===== src/rtl/reg_file.sv =====
// reg_file: DEPTH x DATA_WIDTH storage, one synchronous write port, one combinational read port.
// Writes land on the rising edge, reads have zero latency, and there is no backpressure (full-rate writes).
module reg_file #(
  parameter int DATA_WIDTH = 8,
  parameter int DEPTH      = 16,
  parameter int ADDR_WIDTH = 4
) (
  input  logic                  clk,
  input  logic                  rst,
  input  logic                  writeenable,
  input  logic [ADDR_WIDTH-1:0] wadd,
  input  logic [DATA_WIDTH-1:0] wdata,
  input  logic [ADDR_WIDTH-1:0] radd,
  output logic [DATA_WIDTH-1:0] rdata
);

  logic [DATA_WIDTH-1:0] mem_q [DEPTH];
  logic [DATA_WIDTH-1:0] mem_d [DEPTH];

  // An X/Z strobe falls through to the hold path, so it never writes.
  always_comb begin
    mem_d = mem_q;
    if (writeenable) begin
      mem_d[wadd] = wdata;
    end
  end

  // Reset wins over a write in the same cycle.
  always_ff @(posedge clk) begin
    if (!rst) begin
      mem_q <= '{default: '0};
    end else begin
      mem_q <= mem_d;
    end
  end

  // No bypass: a same-address write is visible only after its edge.
  assign rdata = mem_q[radd];

endmodule


===== config.mk =====
export PLATFORM = sky130hd
export DESIGN_NAME = reg_file
export DESIGN_NICKNAME = d
export VERILOG_FILES = /design/src/rtl/reg_file.sv
export SDC_FILE = /design/constraint.sdc
export NUM_CORES = 1
export LEC_CHECK = 0
export ABC_CLOCK_PERIOD_IN_PS = 1300
export BUFFER_PORTS_ARGS = -buffer_cell sky130_fd_sc_hd__buf_2
export CAP_MARGIN = 20
export CELL_PAD_IN_SITES_DETAIL_PLACEMENT = 1
export CELL_PAD_IN_SITES_GLOBAL_PLACEMENT = 1
export CORE_UTILIZATION = 44
export CTS_CLUSTER_DIAMETER = 60
export CTS_CLUSTER_SIZE = 25
export DETAILED_ROUTE_END_ITERATION = 8
export GPL_TIMING_DRIVEN = 0
export HOLD_SLACK_MARGIN = 0.02
export PLACE_DENSITY_LB_ADDON = 0.1
export SKIP_CTS_REPAIR_TIMING = 1
export SYNTH_ARGS = -nofsm -noshare
export SYNTH_HDL_FRONTEND = slang
export SYNTH_SLANG_ARGS = --single-unit
export TNS_END_PERCENT = 30

===== constraint.sdc =====
create_clock -name clk -period 1.3 [get_ports clk]
set_clock_uncertainty 0.15 [all_clocks]
set_input_delay 0.065 -clock clk [delete_from_list [all_inputs] [get_ports clk]]
set_output_delay 0.065 -clock clk [all_outputs]
set_load 0.05 [all_outputs]

==> flow_metrics.py, run 1 <==
metrics = {
    "synth": {
        "yosysSeqAreaShare": 0.3977,
        "synth.area.top_cells": "dfxtp_1 (40%), nand3_1 (10%), a21boi_0 (9.4%)",
        "yosys_warnings": 0,
        "syn_area_per_cell_sq_um": 9.337,
        "yosys.area.top_type": "dfxtp_1",
        "synthArstFlopShare": 0,
        "yosys.area.top_type_share": 0.3977,
        "synth_nets": 709,
        "synth_commonest_cells": "nand3_1 (130), dfxtp_1 (128), o21ai_0 (108)",
        "post_synth_inst_count": 690,
        "ys_seq_elements": 128,
        "synth_flop_cell": "dfxtp_1",
        "synth_edf_count": 0,
        "ys_types": 27,
        "yosys.cell_count.top_type": "nand3_1",
        "syn_area_sq_um": 6442,
    },
    "run_status": {
        "outcome": "finished, violations left",
        "failed_checks": "hold timing, setup timing",
    },
    "route": {
        "wl_per_cell_um": 26.44,
        "met3_length_um": 1578,
        "vias": 6010,
        "post-route-drc-count": 0,
        "routed_wl_um": 24490,
        "wl_met2_um": 11330,
        "first_iter_violations": 532,
        "wl_met1_um": 10740,
        "ant_nets": 0,
        "firstDrtPassIters": 5,
        "vias_per_cell": 6.490,
        "top_layer": "met4",
    },
    "critical_path": {
        "rrSetupSlack_ns": 0.36,
        "r2r-start": "mem_q[32]",
        "startpoint": "mem_q[118]",
        "cp_data_arrival_time_ns": 1.85,
        "critPathMaxFanout": 2,
        "crit_chain": "mux4_2, a22oi_2, nand2_4, buf_8",
        "crit_required_ns": 1.09,
        "critPathKind": "flip-flop to output port",
        "critPathCaptureType": "output port",
        "startpoint_type": "flip-flop",
        "slowest_delay_ns": 0.51,
        "cpMaxStageDelayCell": "mux4_2",
    },
    "finish": {
        "regMostFlops": "mem_q",
        "top_regs": "mem_q x128",
        "drive_gt1_frac": 0.2051,
        "largest_reg_flops": 128,
        "n_antenna_cell": 0,
        "nets": 754,
        "area_delta_synth_final_pct": 17.46,
    },
    "sta": {
        "tightest_slew_ns": 0.7569,
        "fmax_ghz": 0.4840,
        "setup_viol_count_final": 9,
        "postLayoutSetupSlackWorst_ns": -0.7660,
        "min_period_over_period": 1.589,
        "final_hold_viol_count": 4,
        "relSlewSlack": 0.4936,
        "holdWs_ns": -0.009937,
        "post-route-min-period_ns": 2.066,
        "drv_slew": 0,
        "rsz0062_at_grt": "yes",
    },
    "clock_network": {
        "htree_levels": 4,
        "clk_latency_ns": 0.43,
        "cts_root_buffer": "clkbuf_16",
        "clock_path_buffers": 2,
        "cts_sinks": 128,
        "cts_tree": "done",
        "cts_buffers": 17,
        "clkTransAtPathRegs_ns": 0.06,
    },
    "floorplan": {
        "die_y_um": 123.0,
        "core-area_sq_um": 14100,
        "ios": 27,
        "rows": 43,
        "die-area_sq_um": 15130,
        "die_w_um": 123.0,
        "start_util": 0.4570,
    },
    "hold_path": {
        "hold_path_class": "primary input to flip-flop",
        "hold_path_startpoint": "wdata[3]",
    },
    "global_routing": {
        "grt_pass1_vias": 6106,
        "overflow": 0,
        "grt_pass1_wl_um": 36400,
        "grt_max_degree": 17,
        "track_usage": 0.3374,
        "antenna_found_initial": 0,
    },
    "run": {
        "cap_violations": 0,
    },
    "placement": {
        "hpwl_um": 17190,
        "io_buffers": 15,
        "dp_slack_ns": -0.5317,
        "place.gp.congestion": 0.9033,
    },
    "power_and_ir_drop": {
        "ir_drop_mv": 0.9811,
        "power_leakage_nw": 2.524,
        "p_total_mw": 9.385,
        "power_density_nw_per_um2": 1240,
    },
}
-- layer usage --
| metal | vias up | global-route usage |
|---|---|---|
| met1 | 3092 | 0.4543 |
| met4 | 0 | 0.1619 |
| met2 | 234 | 0.5288 |
| met3 | 65 | 0.05304 |
| met5 | - | 0 |
| li1 | 2619 | - |
-- worst paths after layout --
| path | cells past startpoint | endpoint |
|---|---|---|
| worst max-delay path | 4 | rdata[6] |
| worst min-delay path | 3 | mem_q[115] |
| worst max register to register | 2 | mem_q[32] |
| worst min register to register | 2 | mem_q[13] |
-- cells by family after synthesis --
logic type / Yosys count / share of synthesized area
simple gates: 164 / 0.1375
flops: 128 / 0.3977
buf+inv: 94 / 0.07691
mux: 32 / 0.1206
compound gates: 272 / 0.2672
-- placed cells by master (no fill, tap or decap), types with 4 or more instances in the layout --
cell           count
clkinv_2           7
dfxtp_1          126
buf_4             11
o21ai_0          108
clkbuf_1          45
nand3_1          130
clkbuf_8           5
mux4_2            28
clkbuf_2          14
and3b_1            4
dlygate4sd3_1     10
a21boi_0          81
a21boi_1          47
nand3b_1           4
mux4_1             4
clkbuf_16         17
a22oi_2           16
buf_6             11
buf_2             23
o21ai_1           20
nor2b_1            4
nand2_4            7
-- power by group --
part           switching, mW  internal (mW)
Combinational          0.668          0.325
Clock                   1.75           2.64
Sequential            0.0275           3.98
-- stage by stage --
stage          cell area, sq um  std cells  setup TNS, ns  hold slack, ns  utilization
2_1_floorplan              6559        690        -0.6429          0.1542            -
3_3_place_gp               6859        885         -33.91          0.3007       0.4866
3_5_place_dp               6859        885         -40.25          0.3263       0.4866
4_1_cts                    7392        915         -6.559        -0.09585       0.5244
5_1_grt                    7567        926         -5.881         0.03107       0.5368
6_report                   7567        926         -5.630       -0.009937       0.5368
-- critical path: cells and delay by family, from the launching register on --
family / cells / cell delay, ns
flip-flops: 1 / 0.33
AND/OR/NAND/NOR: 1 / 0.07
multiplexers: 1 / 0.51
buffers and inverters: 1 / 0.16
AO/OA/AOI/OAI: 1 / 0.35
-- layout make-up --
type,count,area (sq um)
fillers,1606,6529
plain buffers,94,525.5
clock buffers,23,498.0
clock inverters,7,35.03
multi-input cells,468,3478
repair buffers,26,240.2
flip-flops and latches,128,2565
well taps,180,225.2
Power figures use the tool's default switching activity.
==> run 2: changes to the inputs <==
Settings changed: BUFFER_PORTS_ARGS -buffer_cell sky130_fd_sc_hd__buf_2 to default, CORE_UTILIZATION 44 to 45, DONT_BUFFER_PORTS from default to 1.
==> run 2 against run 1 <==
The run still ends with hold timing, setup timing left; clock power grew 4%; sequential share of layout area rose by 0.34 points; sequential cell count did not move; via count up 1.8%; largest power group unchanged; highest routed layer unchanged.
==> flow_metrics.py, run 2 (same netlist as run 1, synthesis figures left out) <==
metrics = {
    "run_status": {
        "outcome": "finished, violations left",
        "failed_checks": "hold timing, setup timing",
    },
    "finish": {
        "regMostFlops": "mem_q",
        "most-common-layout-cells": "nand3_1 (130), dfxtp_1 (121), o21ai_0 (108)",
        "nets": 745,
        "layout_commonest_cell": "nand3_1",
        "n_antenna_cell": 0,
        "postLayoutCellArea_sq_um": 7511,
        "drive_gt1_frac": 0.1805,
        "top_regs": "mem_q x128",
        "area_delta_synth_final_pct": 16.59,
        "largest_reg_flops": 128,
        "final_util": 0.5390,
    },
    "placement": {
        "io_buffers": 0,
        "dp_slack_ns": -0.4631,
        "dpl_cell_area_sq_um": 6784,
        "hpwl_um": 16840,
        "place.gp.congestion": 0.8998,
    },
    "route": {
        "firstDrtPassIters": 5,
        "wl_per_cell_um": 27.39,
        "vias_per_cell": 6.672,
        "ant_nets": 0,
        "vias": 6118,
        "post-route-drc-count": 0,
        "routed_wl_um": 25120,
        "first_iter_violations": 572,
    },
    "power_and_ir_drop": {
        "swShare": 0.2581,
        "sequentialPowerShare": 0.419,
        "p_total_mw": 9.548,
        "pwr-share-comb": 0.103,
        "p_int_mw": 7.084,
        "pwr-share-clk": 0.477,
        "power_leakage_nw": 2.477,
        "power_density_nw_per_um2": 1271,
        "ir_drop_mv": 0.9906,
        "p_switching_mw": 2.464,
    },
    "floorplan": {
        "rows": 43,
        "core-area_sq_um": 13930,
        "die_y_um": 121.7,
        "start_util": 0.4623,
        "die-area_sq_um": 14800,
        "ios": 27,
        "die_w_um": 121.7,
    },
    "global_routing": {
        "grt_pass1_vias": 6076,
        "track_usage": 0.3443,
        "overflow": 0,
        "grt_pass1_wl_um": 36690,
        "antenna_found_initial": 0,
        "grt_max_degree": 17,
    },
    "sta": {
        "relSlewSlack": 0.4861,
        "drv_slew": 0,
        "final_hold_viol_count": 18,
        "setup_viol_count_final": 130,
        "holdWs_ns": -0.08957,
        "min_period_over_period": 1.565,
        "fmax_ghz": 0.4916,
        "post-route-min-period_ns": 2.034,
        "tightest_slew_ns": 0.7708,
        "postLayoutSetupSlackWorst_ns": -0.7342,
        "rsz0062_at_grt": "yes",
    },
    "critical_path": {
        "slowest_delay_ns": 0.53,
        "worst_r2r_path_depth": 3,
        "critPathBufInv": 0,
        "cp_top_family": "multiplexers",
        "critPathKind": "flip-flop to output port",
        "crit_chain": "mux4_2, a22oi_2, nand2_4",
        "r2r-start": "mem_q[117]",
        "cpMaxStageDelayCell": "mux4_2",
        "rrSetupSlack_ns": 0.26,
        "startpoint_type": "flip-flop",
        "crit_required_ns": 1.09,
        "critPathCaptureType": "output port",
        "cp_data_arrival_time_ns": 1.82,
        "r2r-end": "mem_q[117]",
        "critPathMaxFanout": 2,
    },
    "hold_path": {
        "holdPathStages": 4,
        "hold_path_startpoint": "wadd[3]",
        "hold_path_class": "primary input to flip-flop",
        "hold_end": "mem_q[95]",
    },
    "clock_network": {
        "clock_path_buffers": 2,
        "cts_buffers": 17,
        "clk_latency_ns": 0.43,
        "cts_tree": "done",
        "htree_levels": 4,
        "cts_root_buffer": "clkbuf_16",
        "clkTransAtPathRegs_ns": 0.06,
        "cts_sinks": 128,
    },
    "run": {
        "cap_violations": 0,
    },
}
-- run 2: cell type report --
cell class / instances / area, sq um
Fill cell: 1550 / 6424
Multi-Input combinational cell: 468 / 3481
Sequential cell: 128 / 2571
Buffer: 94 / 516.7
Clock buffer: 24 / 491.7
Tap cell: 180 / 225.2
Timing Repair Buffer: 17 / 167.7
Clock inverter: 6 / 57.56
-- run 2: power groups by stage --
stage	clock [mW]	sequential [mW]	combinational [mW]
final	4.56	4.00	0.988
after global routing	4.72	4.01	1.03
after CTS	4.55	4.00	0.905
after detailed placement	0	4.08	0.894
after global placement	0	4.08	0.866
after floorplan	0	4.07	0.601
-- run 2: worst max-delay path by stage --
stage / start / to / cells after the start
2_1_floorplan: radd[0] / rdata[6] / 5
3_3_place_gp: wdata[3] / mem_q[35] / 4
3_5_place_dp: wdata[1] / mem_q[113] / 4
4_1_cts: mem_q[100] / rdata[4] / 3
5_1_grt: mem_q[100] / rdata[4] / 3
6_report: mem_q[100] / rdata[4] / 3
-- run 2: layer usage --
metal | up-vias | GRT usage | part of all wire
met5 | - | 0 | 0
met4 | 0 | 0.1404 | 0.035
met3 | 61 | 0.08801 | 0.082
met2 | 276 | 0.5476 | 0.46
met1 | 3167 | 0.4442 | 0.42
li1 | 2614 | - | -
-- run 2: stage by stage --
step	hold slack, ns	setup TNS [ns]	std cells
2_1_floorplan	0.1542	-0.6429	690
3_3_place_gp	0.2094	-22.50	870
3_5_place_dp	0.2370	-29.43	870
4_1_cts	-0.2075	-5.712	900
5_1_grt	-0.06065	-43.71	917
6_report	-0.08957	-29.53	917
-- run 2: worst min-delay path, cell delays in order --
cell and delay [ns]:
buf_4 0.15, nor3b_4 0.08, nand3_1 0.08, a21boi_1 0.06
